**config.mk**
```make
export PLATFORM = sky130hd
export DESIGN_NAME = muldiv_unit_flat
export DESIGN_NICKNAME = d
export VERILOG_FILES = /design/src/rtl/muldiv_unit_if.sv /design/src/rtl/muldiv_unit.sv /design/src/flat_wrapper.sv
export SDC_FILE = /design/constraint.sdc
export NUM_CORES = 1
export LEC_CHECK = 0
export CORE_MARGIN = 2
export CORE_UTILIZATION = 60
export CTS_CLUSTER_DIAMETER = 120
export DETAILED_ROUTE_END_ITERATION = 12
export PLACE_DENSITY = 0.87
export SLEW_MARGIN = 10
export SYNTH_ARGS = -nofsm -noshare
export SYNTH_HDL_FRONTEND = slang
export SYNTH_SLANG_ARGS = --single-unit
```
**constraint.sdc**
```tcl
create_clock -name clk -period 7.1 [get_ports clk]
set_input_delay 1.065 -clock clk [delete_from_list [all_inputs] [get_ports clk]]
set_output_delay 1.065 -clock clk [all_outputs]
set_load 0.01 [all_outputs]
```
**src/rtl/muldiv_unit_if.sv**
```systemverilog
// rtl/muldiv_unit_if.sv - request/result bundle between control unit and MUL/DIV engine
interface muldiv_unit_if #(
  parameter int WIDTH = 32
);
  logic             start;
  logic             op;
  logic [WIDTH-1:0] A;
  logic [WIDTH-1:0] B;
  logic             busy;
  logic             done;
  logic             div_by_zero;
  logic [WIDTH-1:0] result_hi;
  logic [WIDTH-1:0] result_lo;

  modport master (
    output start, op, A, B,
    input  busy, done, div_by_zero, result_hi, result_lo
  );

  modport slave (
    input  start, op, A, B,
    output busy, done, div_by_zero, result_hi, result_lo
  );
endinterface

```
**src/rtl/muldiv_unit.sv**
```systemverilog
// rtl/muldiv_unit.sv - multi-cycle signed Booth multiplier / non-restoring divider
module muldiv_unit #(
  parameter int WIDTH = 32,
  parameter int ITER  = 32
) (
  input  logic         clk,
  input  logic         clr,
  muldiv_unit_if.slave bus
);

  localparam int CNT_W = $clog2(ITER);

  typedef enum logic [1:0] {IDLE, RUN, FIN} state_t;

  state_t           state;
  logic [CNT_W-1:0] cnt;
  logic             op_r;
  logic             b_sign;
  logic             b_zero;
  logic [WIDTH-1:0] a_r;
  logic [WIDTH-1:0] mcand;
  // acc/lo/qm1 hold {HI, LO, q-1} for MUL and {remainder, quotient} for DIV
  logic [WIDTH:0]   acc;
  logic [WIDTH-1:0] lo;
  logic             qm1;

  logic [WIDTH:0]   lhs;
  logic [WIDTH:0]   rhs;
  logic [WIDTH:0]   sum;
  logic             sub;
  logic [WIDTH:0]   nacc;
  logic [WIDTH-1:0] nlo;
  logic             nqm1;

  logic [WIDTH-1:0] abs_a;
  logic [WIDTH-1:0] abs_b;
  logic [WIDTH-1:0] rem_mag;
  logic [WIDTH-1:0] fin_hi;
  logic [WIDTH-1:0] fin_lo;

  assign abs_a = bus.A[WIDTH-1] ? -bus.A : bus.A;
  assign abs_b = bus.B[WIDTH-1] ? -bus.B : bus.B;

  always_comb begin
    lhs = '0;
    rhs = '0;
    sub = 1'b0;
    if (op_r) begin
      lhs = {acc[WIDTH-1:0], lo[WIDTH-1]};
      rhs = {1'b0, mcand};
      sub = ~acc[WIDTH];
    end else begin
      lhs = {acc[WIDTH-1], acc[WIDTH-1:0]};
      rhs = {mcand[WIDTH-1], mcand};
      case ({lo[0], qm1})
        2'b01:   sub = 1'b0;
        2'b10:   sub = 1'b1;
        default: rhs = '0;
      endcase
    end
    sum = sub ? lhs - rhs : lhs + rhs;
    if (op_r) begin
      nacc = sum;
      nlo  = {lo[WIDTH-2:0], ~sum[WIDTH]};
      nqm1 = qm1;
    end else begin
      // arithmetic right shift of the full-width Booth sum into HI:LO
      nacc = {sum[WIDTH], sum[WIDTH:1]};
      nlo  = {sum[0], lo[WIDTH-1:1]};
      nqm1 = lo[0];
    end
  end

  always_comb begin
    rem_mag = acc[WIDTH] ? acc[WIDTH-1:0] + mcand : acc[WIDTH-1:0];
    fin_hi  = acc[WIDTH-1:0];
    fin_lo  = lo;
    if (op_r) begin
      if (b_zero) begin
        fin_hi = a_r;
        fin_lo = '1;
      end else begin
        fin_hi = a_r[WIDTH-1] ? -rem_mag : rem_mag;
        fin_lo = (a_r[WIDTH-1] ^ b_sign) ? -lo : lo;
      end
    end
  end

  always_ff @(posedge clk or negedge clr) begin
    if (!clr) begin
      state           <= IDLE;
      cnt             <= '0;
      op_r            <= 1'b0;
      b_sign          <= 1'b0;
      b_zero          <= 1'b0;
      a_r             <= '0;
      mcand           <= '0;
      acc             <= '0;
      lo              <= '0;
      qm1             <= 1'b0;
      bus.busy        <= 1'b0;
      bus.done        <= 1'b0;
      bus.div_by_zero <= 1'b0;
      bus.result_hi   <= '0;
      bus.result_lo   <= '0;
    end else begin
      case (state)
        IDLE: begin
          bus.done <= 1'b0;
          if (bus.start) begin
            op_r            <= bus.op;
            a_r             <= bus.A;
            b_sign          <= bus.B[WIDTH-1];
            b_zero          <= (bus.B == '0);
            cnt             <= '0;
            acc             <= '0;
            qm1             <= 1'b0;
            lo              <= bus.op ? abs_a : bus.B;
            mcand           <= bus.op ? abs_b : bus.A;
            bus.div_by_zero <= 1'b0;
            bus.busy        <= 1'b1;
            state           <= RUN;
          end
        end
        RUN: begin
          acc <= nacc;
          lo  <= nlo;
          qm1 <= nqm1;
          cnt <= cnt + CNT_W'(1);
          if (cnt == CNT_W'(ITER - 1)) state <= FIN;
        end
        FIN: begin
          bus.result_hi   <= fin_hi;
          bus.result_lo   <= fin_lo;
          bus.div_by_zero <= op_r & b_zero;
          bus.done        <= 1'b1;
          bus.busy        <= 1'b0;
          state           <= IDLE;
        end
        default: state <= IDLE;
      endcase
    end
  end

endmodule

```
**src/flat_wrapper.sv**
```systemverilog
// flat-port wrapper written by rule: the top's interface ports become plain ports
module muldiv_unit_flat 
#(
  parameter int WIDTH = 32,
  parameter int ITER  = 32
)
  (clk, clr, bus_start, bus_op, bus_A, bus_B, bus_busy, bus_done, bus_div_by_zero, bus_result_hi, bus_result_lo);
  muldiv_unit_if #(.WIDTH(WIDTH)) bus_i ();
  input  logic clk;
  input  logic clr;
  input wire logic [$bits(bus_i.start)-1:0] bus_start;
  input wire logic [$bits(bus_i.op)-1:0] bus_op;
  input wire logic [$bits(bus_i.A)-1:0] bus_A;
  input wire logic [$bits(bus_i.B)-1:0] bus_B;
  output wire logic [$bits(bus_i.busy)-1:0] bus_busy;
  output wire logic [$bits(bus_i.done)-1:0] bus_done;
  output wire logic [$bits(bus_i.div_by_zero)-1:0] bus_div_by_zero;
  output wire logic [$bits(bus_i.result_hi)-1:0] bus_result_hi;
  output wire logic [$bits(bus_i.result_lo)-1:0] bus_result_lo;
  assign bus_i.start = bus_start;
  assign bus_i.op = bus_op;
  assign bus_i.A = bus_A;
  assign bus_i.B = bus_B;
  assign bus_busy = bus_i.busy;
  assign bus_done = bus_i.done;
  assign bus_div_by_zero = bus_i.div_by_zero;
  assign bus_result_hi = bus_i.result_hi;
  assign bus_result_lo = bus_i.result_lo;
  muldiv_unit #(.WIDTH(WIDTH), .ITER(ITER)) u_core (.clk(clk), .clr(clr), .bus(bus_i));
endmodule
```
=== Word level (Yosys, flattened, before mapping) ===
Cells that the tools add are included.
W data, S select, Z words.

* Reduce and logical (&&, ||, !) cells: 10
* Equality and inequality tests: 8
* Bitwise logic cells: 4
* Add/subtract/negate cells: 8
* Mux-type cells: 35

{| class="wikitable"
|+ Operator list
! operator !! count
|-
| $mux W32 || 15
|-
| $mux W33 || 4
|-
| $neg A32 Y32 || 4
|-
| $pmux W33 S2 || 1
|-
| $pmux W32 S2 || 1
|-
| $add A33 B33 Y33 || 1
|-
| $sub A33 B33 Y33 || 1
|-
| $add A32 B32 Y32 || 1
|-
| $logic_not A32 Y1 || 1
|-
| $pmux W5 S2 || 1
|-
| $pmux W1 S2 || 4
|-
| $reduce_and A2 Y1 || 4
|-
| $add A5 B1 Y5 const B || 1
|-
| $eq A5 B5 Y1 const B || 1
|-
| $mux W1 || 5
|-
| $mux W5 || 1
|-
| $eq A2 B1 Y1 const B || 2
|-
| $eq A2 B2 Y1 const B || 2
|-
| $mux W2 || 2
|-
| $ne A2 B2 Y1 const B || 2
|-
| $pmux W2 S2 || 1
|-
| $reduce_bool A2 Y1 || 2
|-
| $reduce_and A3 Y1 || 1
|-
| $logic_not A2 Y1 || 1
|-
| other kinds (5) || 6
|}

* Output and inout port bits: 67
* Input bits: 68
* Bits in registers: 207

=== Logic depth before layout (Yosys ltp) ===
* Depth after elaboration: 9
* Gate-level depth with buffers: 25
* Mapped depth without buffers: 23

=== Worst setup path after synthesis ===
OpenSTA, ideal clock, no wires.

* Path kind: register to register
* Start point: reg u_core.lo[0]
* End point: reg u_core.lo[0]
* Clock period less this slack: 5.202 ns
* Arrival: 5.099 ns
* Library setup time: 0.104 ns
* Data required time: 6.996 ns
* Buffers on the path: 2
* Cell stages (with the launch flop): 25
* Setup slack: 1.898 ns
* Path through: dfrtp_1 ha_1 nand2_1 clkbuf_1 buf_1 nand2_1 ha_1 o21ai_0 nor2_1 nand2_1 nor2_1 o21ai_1 o211ai_1 ha_1 a21o_1 a21o_1 a21o_1 a22oi_1 a211oi_1 o32a_1 a221oi_1 o31ai_1 xnor2_1 mux2i_1 a221oi_1

* Longest elaborated chain between the ends: 9

{| class="wikitable"
|+ RTL lines
! element !! RTL line !! text
|-
| start, declared || muldiv_unit.sv:24 || <nowiki>logic [WIDTH-1:0] lo;</nowiki>
|-
| start signal, assigned || muldiv_unit.sv:118 || <nowiki>lo <= bus.op ? abs_a : bus.B;</nowiki>
|-
| start signal, assigned || muldiv_unit.sv:127 || <nowiki>lo <= nlo;</nowiki>
|-
| $eq A2 B1 Y1 or $eq A2 B2 Y1 (tied branches) || muldiv_unit.sv:55 || <nowiki>case ({lo[0], qm1})</nowiki>
|-
| $reduce_or A2 Y1 (no line) || -- ||
|-
| $mux W33 || muldiv_unit.sv:55 ||
|-
| $mux W33 || muldiv_unit.sv:48 || <nowiki>if (op_r) begin</nowiki>
|-
| $add A33 B33 Y33 or $sub A33 B33 Y33 (tied branches) || muldiv_unit.sv:61 || <nowiki>sum = sub ? lhs - rhs : lhs + rhs;</nowiki>
|-
| $mux W33 (*) || muldiv_unit.sv:61 ||
|-
| $not A1 Y1 (*) || muldiv_unit.sv:64 || <nowiki>nlo = {lo[WIDTH-2:0], ~sum[WIDTH]};</nowiki>
|-
| $mux W32 (*) || muldiv_unit.sv:62 || <nowiki>if (op_r) begin</nowiki>
|-
| $pmux W32 S2 (*) || muldiv_unit.sv:107 || <nowiki>case (state)</nowiki>
|}

Mark *: on every way between the ends. The rest lies on a longest branch, timed or not.
A chain may end at the register's enable or synchronous reset.

=== Worst setup path in the final report ===
Same ends and word-level chain as after synthesis.

==> qor.csv <==
metric;value;unit
Post-DP HPWL;40800;um
clk_skew;0.0126;ns
CTS resizes;0;
H-tree depth;1;
crit-path max FO;15;
f_max;0.164;GHz
ys async rst share;100;%
PortBufs;134;
worst-path cell chain;ha_1, nor2b_1, buf_4, o21ai_0, nor2_1, nand2_1, nor2_1, o21ai_1, o211ai_1, ha_1, a21o_1, a21o_1, a21o_1, a22oi_1, a211oi_1, o32a_1, a221oi_1, o31ai_1, xnor2_1, mux2i_1, a221oi_1;
GRT Resource Usage Total;35.7;%
CP Capture Type;flop;
DRC violations left;0;
Max-slew headroom;15.1;%
vias in the first global route;16500;
Most used DFF post-synth;dfrtp_1;
post-CTS setup buffer count;0;
Final setup violation count;0;
Detailed Routing Iterations Pass 1;6;
CP Data Arrival Time;6.50;ns
post-layout min period;6.08;ns
Initial Utilization;60.8;%
Die Y;174;um
most common cell after layout, fill and taps aside;nand2_1;
post-synthesis sequential area ratio;29.8;%
Final #Nets;2406;
Worst-path clk slew;0.06;ns
clock sinks;207;
Setup TNS;0;ns
global-route wire length before repair;88000;um
CTS Buffer Depth;3;
DIE AREA;30400;um2
I/O pins;135;
CTS tree;done;
Slew Limit Fails;0;
max incr delay on CP;0.54;ns
Iteration-0 DRC Markers;1691;
status;complete, no violations;
Max Cap Viol;0;
slowest CP cell;a221oi_1;
CTS hold repair buffers;0;
Hold Path Class;flop to flop;
Synth Register Bits;207;
Die Span X;174;um
Syn Nets;2355;
Crit. Startpoint;u_core.lo[0]$_DFFE_PN0P_;
Most common cell on crit path;a21o_1;
number of flops mapped to enable cells by yosys;0;
Top delay family on crit path;compound AO/OA/AOI/OAI gates;
Post-Synthesis Cells;2213;
Worst EP required;7.52;ns
period utilization;85.7;%
Vias;17300;
routability cong.;0.949;
RSZ-0062 raised after global routing;no;
average size of a mapped cell;7.86;um2
hold wc startpoint;u_core.bus.busy$_DFFE_PN0P_;
total gr overflow;0;
Mapped Area;17400;um2
Slew @ Worst Pin;1.24;ns
most frequent cells in the layout;nand2_1 (289), nor2_1 (231), a21oi_1 (210);
Post-DRT Antenna Nets;0;
Syn. warnings;0;
CTS root buf;clkbuf_16;
vias per std cell;6.47;
Buf+Inv Stages, Crit Path;1;
Layout Cells excl Fill;2666;
critical path type;flop to flop;
Fin. Hold Viols;0;
core region area;28600;um2
synth unique cells;83;
final core utilization;69.2;%
worst reg2reg startpoint;u_core.lo[0]$_DFFE_PN0P_;
area delta synth->final;13.8;%
share of layout cells above drive strength 1;6.58;%
initial antenna violation count;1;
DRT Wirelength;55200;um
Core Rows;62;
Placed Instances;2622;
startpoint types;flop;
Num CTS Buffers;24;
largest net degree at the start of global routing;111;
Clk Latency, worst-skew pair;0.53;ns
Avg WL per Cell;20.7;um
==> per-stage QoR <==
stage,hold slack [ns],worst slack (ns),cell area (um2)
after global placement,0.458,1.29,18900
final,0.480,1.02,19800
after global routing,0.516,0.517,19800
after CTS,0.483,1.12,19800
after floorplan,0.449,1.90,17400
after detailed placement,0.468,1.15,18900
==> state kept, by name, summed over array words and instances, names as in the netlist <==
name / cells
u_core.qm1: 1
u_core.state: 2
u_core.b_zero: 1
u_core.bus.busy: 1
u_core.bus.result_hi: 32
u_core.bus.div_by_zero: 1
u_core.a_r: 32
u_core.b_sign: 1
u_core.bus.done: 1
u_core.lo: 32
u_core.mcand: 32
u_core.cnt: 5
u_core.op_r: 1
u_core.bus.result_lo: 32
u_core.acc: 33
==> per-layer routing <==
metal	global-route usage, %	vias up	share of wire [%]
met3	6.32	136	8.8
met4	13.1	0	3.6
met5	0	-	0
met1	49.1	8200	43
met2	56.6	778	45
li1	-	8137	-
==> cell usage after synthesis, types with 20 or more instances <==
| cell type | instances | area share (%) |
|---|---|---|
| o211ai_1 | 22 | 0.95 |
| clkbuf_1 | 110 | 2.4 |
| mux2i_1 | 64 | 3.7 |
| nor4_1 | 20 | 0.72 |
| nor3_1 | 37 | 1.1 |
| o21ai_0 | 206 | 5.9 |
| nand2_1 | 290 | 6.3 |
| nand2b_1 | 21 | 0.75 |
| a31oi_1 | 21 | 0.75 |
| o21a_1 | 22 | 0.95 |
| dfrtp_1 | 207 | 30 |
| mux2_2 | 55 | 3.6 |
| o31ai_1 | 31 | 1.3 |
| inv_1 | 34 | 0.73 |
| xor2_1 | 104 | 5.2 |
| nor2_1 | 232 | 5.0 |
| xnor2_1 | 68 | 3.4 |
| ha_1 | 72 | 5.2 |
| nand3_1 | 34 | 0.98 |
| a21o_1 | 38 | 1.6 |
| a21oi_1 | 210 | 6.0 |
| or3_1 | 27 | 0.97 |
==> worst register-to-register path: stages (launching register included) <==
cell,delay [ns]
dfrtp_1,0.42
ha_1,0.34
nor2b_1,0.14
buf_4,0.19
o21ai_0,0.47
nor2_1,0.14
nand2_1,0.14
nor2_1,0.09
o21ai_1,0.47
o211ai_1,0.21
ha_1,0.29
a21o_1,0.19
a21o_1,0.16
a21o_1,0.18
a22oi_1,0.29
a211oi_1,0.20
o32a_1,0.44
a221oi_1,0.54
o31ai_1,0.19
xnor2_1,0.44
mux2i_1,0.15
a221oi_1,0.29
==> cells by family after synthesis <==
kind of cell	Yosys count	synth area share, %
adders and majority gates	74	5.41
and+or+nand+nor	753	19.5
AOI/OAI and AO/OA	719	25.7
buffers and inverters	168	3.69
xor gates and xnor gates	172	8.66
DFF	207	29.8
muxes	120	7.30
==> final timing paths <==
path,endpoint,slack [ns],depth (start not counted)
worst max-delay path,u_core.lo[0]$_DFFE_PN0P_,1.02,21
worst min-delay path,u_core.bus.busy$_DFFE_PN0P_,0.48,2
worst max register to register,u_core.lo[0]$_DFFE_PN0P_,1.02,21
worst min register to register,u_core.bus.busy$_DFFE_PN0P_,0.48,2
max in group asynchronous,u_core.op_r$_DFFE_PN0P_,4.89,2
min in group asynchronous,u_core.bus.result_lo[29]$_DFFE_PN0P_,0.60,1
==> area by class of cell <==
cell class | instances | area [um2]
clock inverter | 11 | 189
multi-input combinational | 1838 | 11600
tap | 384 | 480
clock buffer | 32 | 682
fill | 2273 | 8820
timing repair buffer | 157 | 1510
sequential | 207 | 5180
inverter | 36 | 135
antenna | 1 | 2.50
Power is not shown: default switching activity piles up to over one toggle a cycle in this logic, so the estimate is an artifact.
